<file path="src/rtl/adder_seq_ctrl.sv">
// Sequential WIDTH*WORDS adder time-sharing one WIDTH-bit ripple slice; result after WORDS cycles, held in DONE until res_ready.
// New operations are accepted only in IDLE. ADDER_SEQ_OVF_EN adds the res_ovf two's-complement overflow output.

module adder_structure #(
  parameter int WIDTH = 8
) (
  input  logic [WIDTH-1:0] a,
  input  logic [WIDTH-1:0] b,
  input  logic             ci,
  output logic [WIDTH-1:0] sum,
  output logic             co
);
  logic [WIDTH:0] c;

  assign c[0] = ci;
  for (genvar i = 0; i < WIDTH; i++) begin : g_fa
    assign sum[i]  = a[i] ^ b[i] ^ c[i];
    assign c[i+1]  = (a[i] & b[i]) | (c[i] & (a[i] ^ b[i]));
  end
  assign co = c[WIDTH];
endmodule

module adder_seq_ctrl #(
  parameter int WIDTH = 8,
  parameter int WORDS = 4
) (
  input  logic                   clk,
  input  logic                   rst_n,
  input  logic                   start_valid,
  output logic                   start_ready,
  input  logic [WIDTH*WORDS-1:0] op_a,
  input  logic [WIDTH*WORDS-1:0] op_b,
  input  logic                   op_ci,
  output logic                   res_valid,
  input  logic                   res_ready,
  output logic [WIDTH*WORDS-1:0] res_sum,
  output logic                   res_co,
`ifdef ADDER_SEQ_OVF_EN
  output logic                   res_ovf,
`endif
  output logic                   busy
);
  localparam int OPW  = WIDTH * WORDS;
  localparam int IDXW = $clog2(WORDS);
  localparam logic [IDXW-1:0] IDX_ONE  = IDXW'(1);
  localparam logic [IDXW-1:0] IDX_LAST = IDXW'(WORDS - 1);

  typedef enum logic [1:0] {IDLE, RUN, DONE} state_t;

  state_t          state, state_nxt;
  logic [IDXW-1:0] idx;
  logic [OPW-1:0]  a_q, b_q;
  logic            carry_q;
  logic [WIDTH-1:0] sl_a, sl_b, sl_sum;
  logic            sl_co;
  logic            accept, last;

  assign sl_a = a_q[idx*WIDTH +: WIDTH];
  assign sl_b = b_q[idx*WIDTH +: WIDTH];
  assign last = (idx == IDX_LAST);

  adder_structure #(.WIDTH(WIDTH)) u_slice (
    .a   (sl_a),
    .b   (sl_b),
    .ci  (carry_q),
    .sum (sl_sum),
    .co  (sl_co)
  );

  always_ff @(posedge clk) begin
    if (!rst_n) state <= IDLE;
    else        state <= state_nxt;
  end

  always_comb begin
    state_nxt   = state;
    start_ready = 1'b0;
    res_valid   = 1'b0;
    busy        = 1'b1;
    accept      = 1'b0;
    case (state)
      IDLE: begin
        start_ready = 1'b1;
        busy        = 1'b0;
        accept      = start_valid;
        if (start_valid) state_nxt = RUN;
      end
      RUN: begin
        if (last) state_nxt = DONE;
      end
      DONE: begin
        res_valid = 1'b1;
        if (res_ready) state_nxt = IDLE;
      end
      default: state_nxt = IDLE;
    endcase
  end

  always_ff @(posedge clk) begin
    if (!rst_n) begin
      idx     <= '0;
      a_q     <= '0;
      b_q     <= '0;
      carry_q <= 1'b0;
      res_sum <= '0;
      res_co  <= 1'b0;
`ifdef ADDER_SEQ_OVF_EN
      res_ovf <= 1'b0;
`endif
    end else begin
      if (accept) begin
        a_q     <= op_a;
        b_q     <= op_b;
        carry_q <= op_ci;
        idx     <= '0;
      end
      if (state == RUN) begin
        res_sum[idx*WIDTH +: WIDTH] <= sl_sum;
        carry_q <= sl_co;
        // Wrap on the last slice so idx never points past the operands.
        idx     <= last ? '0 : idx + IDX_ONE;
        if (last) begin
          res_co <= sl_co;
`ifdef ADDER_SEQ_OVF_EN
          // Carry into the MSB recovered as a^b^sum of that bit.
          res_ovf <= sl_a[WIDTH-1] ^ sl_b[WIDTH-1] ^ sl_sum[WIDTH-1] ^ sl_co;
`endif
        end
      end
    end
  end
endmodule
</file>
<file path="config.mk">
export PLATFORM = sky130hd
export DESIGN_NAME = adder_seq_ctrl
export DESIGN_NICKNAME = d
export VERILOG_FILES = /design/src/rtl/adder_seq_ctrl.sv
export SDC_FILE = /design/constraint.sdc
export NUM_CORES = 1
export LEC_CHECK = 0
export BUFFER_PORTS_ARGS = -buffer_cell sky130_fd_sc_hd__clkbuf_2
export CAP_MARGIN = 40
export CORE_MARGIN = 4
export CORE_UTILIZATION = 25
export DETAILED_ROUTE_END_ITERATION = 7
export GPL_TIMING_DRIVEN = 0
export PLACE_DENSITY = 0.54
export SYNTH_ARGS = -nofsm -noshare
export SYNTH_HDL_FRONTEND = slang
export SYNTH_SLANG_ARGS = --single-unit
</file>
<file path="constraint.sdc">
create_clock -name clk -period 4.2 [get_ports clk]
set_input_delay 0.63 -clock clk [delete_from_list [all_inputs] [get_ports clk]]
set_output_delay 0.63 -clock clk [all_outputs]
set_load 0.03 [all_outputs]
</file>
Word-level counts from Yosys, hierarchy flattened
Index checks and enable logic that the tools add are counted.
- bits in registers: 102
- input port bits: 69
- output and inout port bits: 36
- logic and storage cells: 77
- add/subtract/negate cells: 2
- eq/ne operators: 6
- shift operators: 4
- muxes and demuxes: 14
- bitwise operators: 40
- reduce and logical (&&, ||, !) cells: 4
- operator list (operator ; count):
    variable part select 32 x 6 -> 8 bit ; 2
    negation 5 -> 34 bit ; 1
    variable shift 8 x 34 -> 32 bit (first input constant) ; 1
    variable part select 8 x 34 -> 32 bit ; 1
    bitwise mux 32 bit ; 1
    bitwise AND 1 bit ; 16
    XOR 1 bit ; 16
    2-to-1 mux 2 bit ; 6
    bitwise OR 1 bit ; 8
    2-to-1 mux 1 bit ; 6
    != test 2 bit (second input constant) ; 3
    case mux 2 bit (3 select lines) ; 1
    equality test 2 bit (second input constant) ; 2
    AND reduction 3 bit ; 1
    adder 2 x 1 -> 2 bit (second input constant) ; 1
    equality test 2 x 1 -> 1 bit (second input constant) ; 1
    logical NOT 2 bit ; 1
    AND reduction 2 bit ; 1
    nonzero test 2 bit ; 1

Logic depth before layout (Yosys ltp)
- depth after elaboration: 19
- depth in mapped cells: 15
- gate-level depth less buffers: 13

Cells and area by module
Synthesis repeated with hierarchy kept, for this count alone.
- cells, all modules: 459
- area total of the unflattened synthesis: 4460.5 um2
- modules (own cells, without submodules) (module ; instances ; cells an instance ; area an instance (um2)):
    adder_seq_ctrl ; 1 ; 441 ; 4262.8
    adder_structure ; 1 ; 18 ; 197.7

Worst setup path before layout
Ideal clock, no wire load.
- kind: register -> register
- start point: reg idx[1]
- end point: reg res_sum[15]
- setup time: 117 ps
- data arrival time: 4337 ps
- path slack: -255 ps
- stages on the path, launching flop included: 15
- cells stage by stage: dfxtp_1 buf_2 buf_1 mux4_2 inv_1 fa_1 fa_1 fa_1 fa_1 fa_1 fa_1 inv_1 fa_1 fa_1 a32o_1
- cells in the longest elaborated chain, start to end: 19
- elaborated cells on any way between the ends: 43
- those cells by class: add/sub: 1; shift: 4; mux: 1; bitwise: 37
- RTL lines (item ; RTL line ; text):
    start, declared ; 51 ; logic [IDXW-1:0] idx;
    start signal, assigned ; 121 ; idx <= last ? '0 : idx + IDX_ONE;
    variable part select 32 x 6 -> 8 bit (on tied branches) ; 58, 59 ;
    XOR 1 bit ; 17, 18 ;
    bitwise AND 1 bit ; 18 ; assign c[i+1] = (a[i] & b[i]) | (c[i] & (a[i] ^ b[i]));
    bitwise OR 1 bit ; 18 ;
    bitwise AND 1 bit ; 18 ;
    bitwise OR 1 bit ; 18 ;
    bitwise AND 1 bit ; 18 ;
    bitwise OR 1 bit ; 18 ;
    [... 3 more ...] ; - ;
    bitwise OR 1 bit ; 18 ;
    bitwise AND 1 bit ; 18 ;
    bitwise OR 1 bit ; 18 ;
    bitwise AND 1 bit ; 18 ;
    bitwise OR 1 bit ; 18 ;
    XOR 1 bit ; 17 ; assign sum[i] = a[i] ^ b[i] ^ c[i];
    variable part select 8 x 34 -> 32 bit ; 118 ; res_sum[idx*WIDTH +: WIDTH] <= sl_sum;
    bitwise mux 32 bit (*) ; 118 ;
    end signal, assigned by index ; 118 ;
    end, declared ; 36 ; output logic [WIDTH*WORDS-1:0] res_sum,
Every way passes the cells marked *; elsewhere a longest branch is shown, timed or not.
A chain may end at the register's enable or synchronous reset.

Final worst setup path
Same ends and word-level chain as after synthesis.

==> metrics.txt <==
Yosys reg bits=102; clock sink total=102; FF-to-FF path depth=13; CTS Buf Count=9; vias=3,673; Final Hold Viols=0; crit share post-route=97.2%; ys flop type=dfxtp_1; DRC viols=0; standard-cell row count=49; RePlAce Congestion=0.776; Final Critical Period=4.08 ns; pins over their slew limit=0; Hold Crit Class=reg2reg; status=completed; Initial DRC Count=132; YS warnings=0; Pint=1.61 mW; Post-Syn Area=4570 um2; Synth top area share=44.7%; part of the power in registers=47.5%; Max IR drop VDD=0.000171 V; top cells by area, synth=dfxtp_1 (45%), nand2_1 (11%), a21boi_0 (9.0%); clock slew at reported path FFs=0.07 ns; Synth Instances=455; cell taking the most area after synthesis=dfxtp_1; Initial Utilization=25.4%; skew final=0.00750 ns; Comb pwr share=14.1%; worst skew pair latency=0.35 ns; Post-synth EDFFs=0; number of global-route vias before repair=3,795; Post-Syn Nets=538; Clock Tree Root=clkbuf_16; Power, Total=2.18 mW; Max transition margin=49.1%; n_diodes=0; Post-DP Area=5390 um2; Clk pwr share=38.4%; antenna-violating nets left=0; clock tree buffer depth=2; first-pass GRT wire length=20,500 um; Core Footprint=18,000 um2; Max-Cap Viols=0; Setup crit end kind=register; share of layout cells above drive strength 1=31.9%; Die W=143 um; Die ar.=20,500 um2; Final Util=32.3%; Final Instance Area=5800 um2; Crit Path Class=reg2reg; vias per cell=4.50; antenna violations before repair=0; Congestion Overflow GR=0; CP startpoint kind=register; register area share after synthesis=44.7%; Synth Area per Inst=10.0 um2; final WL=13,400 um; Wirelength per Cell=16.4 um; pwr dens=376 nW/um2; GR Util All Layers=13.3%; post-DP HPWL=10,300 um; I/O pins=105; Nets=665; Sw Share=26.2%; die height=143 um; Hold Crit Depth=2; Worst EP arrival=4.33 ns; async set or reset register ratio after synthesis=0%; library cells used by synthesis=37; largest net degree at the start of global routing=17; area grow syn2layout=26.9%; CTS tree=done; Port Buffers=104; # setup viols final=0; RSZ-0062 raised after global routing=false; Peak Freq=245 MHz; DRT Pass-1 Iters=4; CP Data Required Time=4.44 ns; # H-tree levels=3; CP Max Fanout=13; Pleak=2.39 nW; Slew @ Worst Pin=0.757 ns; Psw=570 uW
==> cell type report <==
cell class / instances / area [um2]
Fill cell: 1918 / 12200
Multi-Input combinational cell: 297 / 2240
Sequential cell: 102 / 2050
Timing Repair Buffer: 119 / 633
Tap cell: 229 / 287
Clock buffer: 11 / 233
Buffer: 29 / 205
Inverter: 24 / 90.1
Clock inverter: 5 / 57.6
==> sequential cells by signal (all words and copies together) (netlist names) <==
register and count:
b_q 32, idx 2, res_sum 32, carry_q 1
state 2, a_q 32, res_co 1
==> placed cells by master, fill, tap and decap left out, drive strengths merged, types with 2 or more instances in the layout <==
cell type / netlist / layout
a21boi: 70 / 70
a21oi: 2 / 2
a22o: 18 / 18
a32o: 6 / 6
buf: 22 / 34
clkbuf: 10 / 125
clkinv: 0 / 2
dfxtp: 102 / 102
fa: 8 / 8
ha: 6 / 6
inv: 24 / 26
mux4: 16 / 16
nand2: 133 / 133
nand2b: 4 / 4
nor2b: 10 / 10
nor3b: 2 / 2
o2bb2ai: 8 / 8
==> what timing repair did <==
action	4_1_cts	5_1_grt
gates resized for setup	17	3
pin swaps	3	8
hold buffers	0	0
setup endpoints to repair	14	4
hold endpoints to repair	0	0
buffers inserted	3	12
==> path summary, 6_finish.rpt <==
path	startpoint	end	slack, ns
setup / recovery	idx[1]	res_sum[15]	0.12
hold reg to reg	a_q[3]	a_q[3]	0.45
setup reg to reg	idx[1]	res_sum[15]	0.12
hold / removal	a_q[3]	a_q[3]	0.45
==> critical path, cell delays in order (launching register included) <==
cell and delay (ns):
dfxtp_4 0.36, buf_12 0.14, mux4_2 0.23, inv_2 0.04
fa_2 0.35, fa_2 0.36, fa_2 0.37, fa_2 0.37
fa_2 0.37, fa_2 0.36, inv_2 0.06, fa_2 0.21
fa_2 0.49, a32o_1 0.24
==> cell families (layout without fill, tap and decap cells) <==
kind of cell / count (synthesis) / in the layout / synth area share [%]
flip-flops: 102 / 102 / 44.7
adder cells (fa/ha/maj): 14 / 14 / 5.15
AND/OR/NAND/NOR: 159 / 159 / 15.7
multiplexers: 16 / 16 / 8.47
AO/OA/AOI/OAI: 108 / 108 / 19.3
buffers and inverters: 56 / 188 / 6.63
==> layer usage <==
layer  wire [um]  track usage [%]  up-vias
met3         707             2.91       22
li1            -                -     1809
met5           0                0        -
met4         305             5.40        0
met2        6580             23.0       99
met1        5790             15.9     1743
==> synth_stat cells (8+ instances only) <==
cell type and number:
nand2_1 133, inv_1 24, a22o_1 18, dfxtp_1 102, clkbuf_1 10, nor2b_1 10, mux4_2 9, o2bb2ai_1 8
a21boi_1 11, a21boi_0 55, buf_4 9, fa_1 8
==> power by group through the flow <==
stage / Sequential (mW) / Clock [mW] / Combinational [mW]
2_1_floorplan: 1.06 / 0 / 0.190
3_3_place_gp: 1.06 / 0 / 0.300
3_5_place_dp: 1.06 / 0 / 0.306
4_1_cts: 1.03 / 0.854 / 0.312
5_1_grt: 1.04 / 0.896 / 0.343
6_report: 1.04 / 0.836 / 0.307
==> per-stage QoR <==
step | hold slack (ns) | setup slack (ns) | TNS [ns] | instances
finish | 0.451 | 0.116 | 0 | 816
floorplan | 0.431 | 0.000708 | 0 | 455
global placement | 0.440 | -0.479 | -3.48 | 788
global route | 0.479 | 0.00530 | 0 | 816
CTS | 0.457 | 0.0163 | 0 | 806
detailed placement | 0.447 | -0.537 | -4.17 | 788
Power figures use the tool's default switching activity.
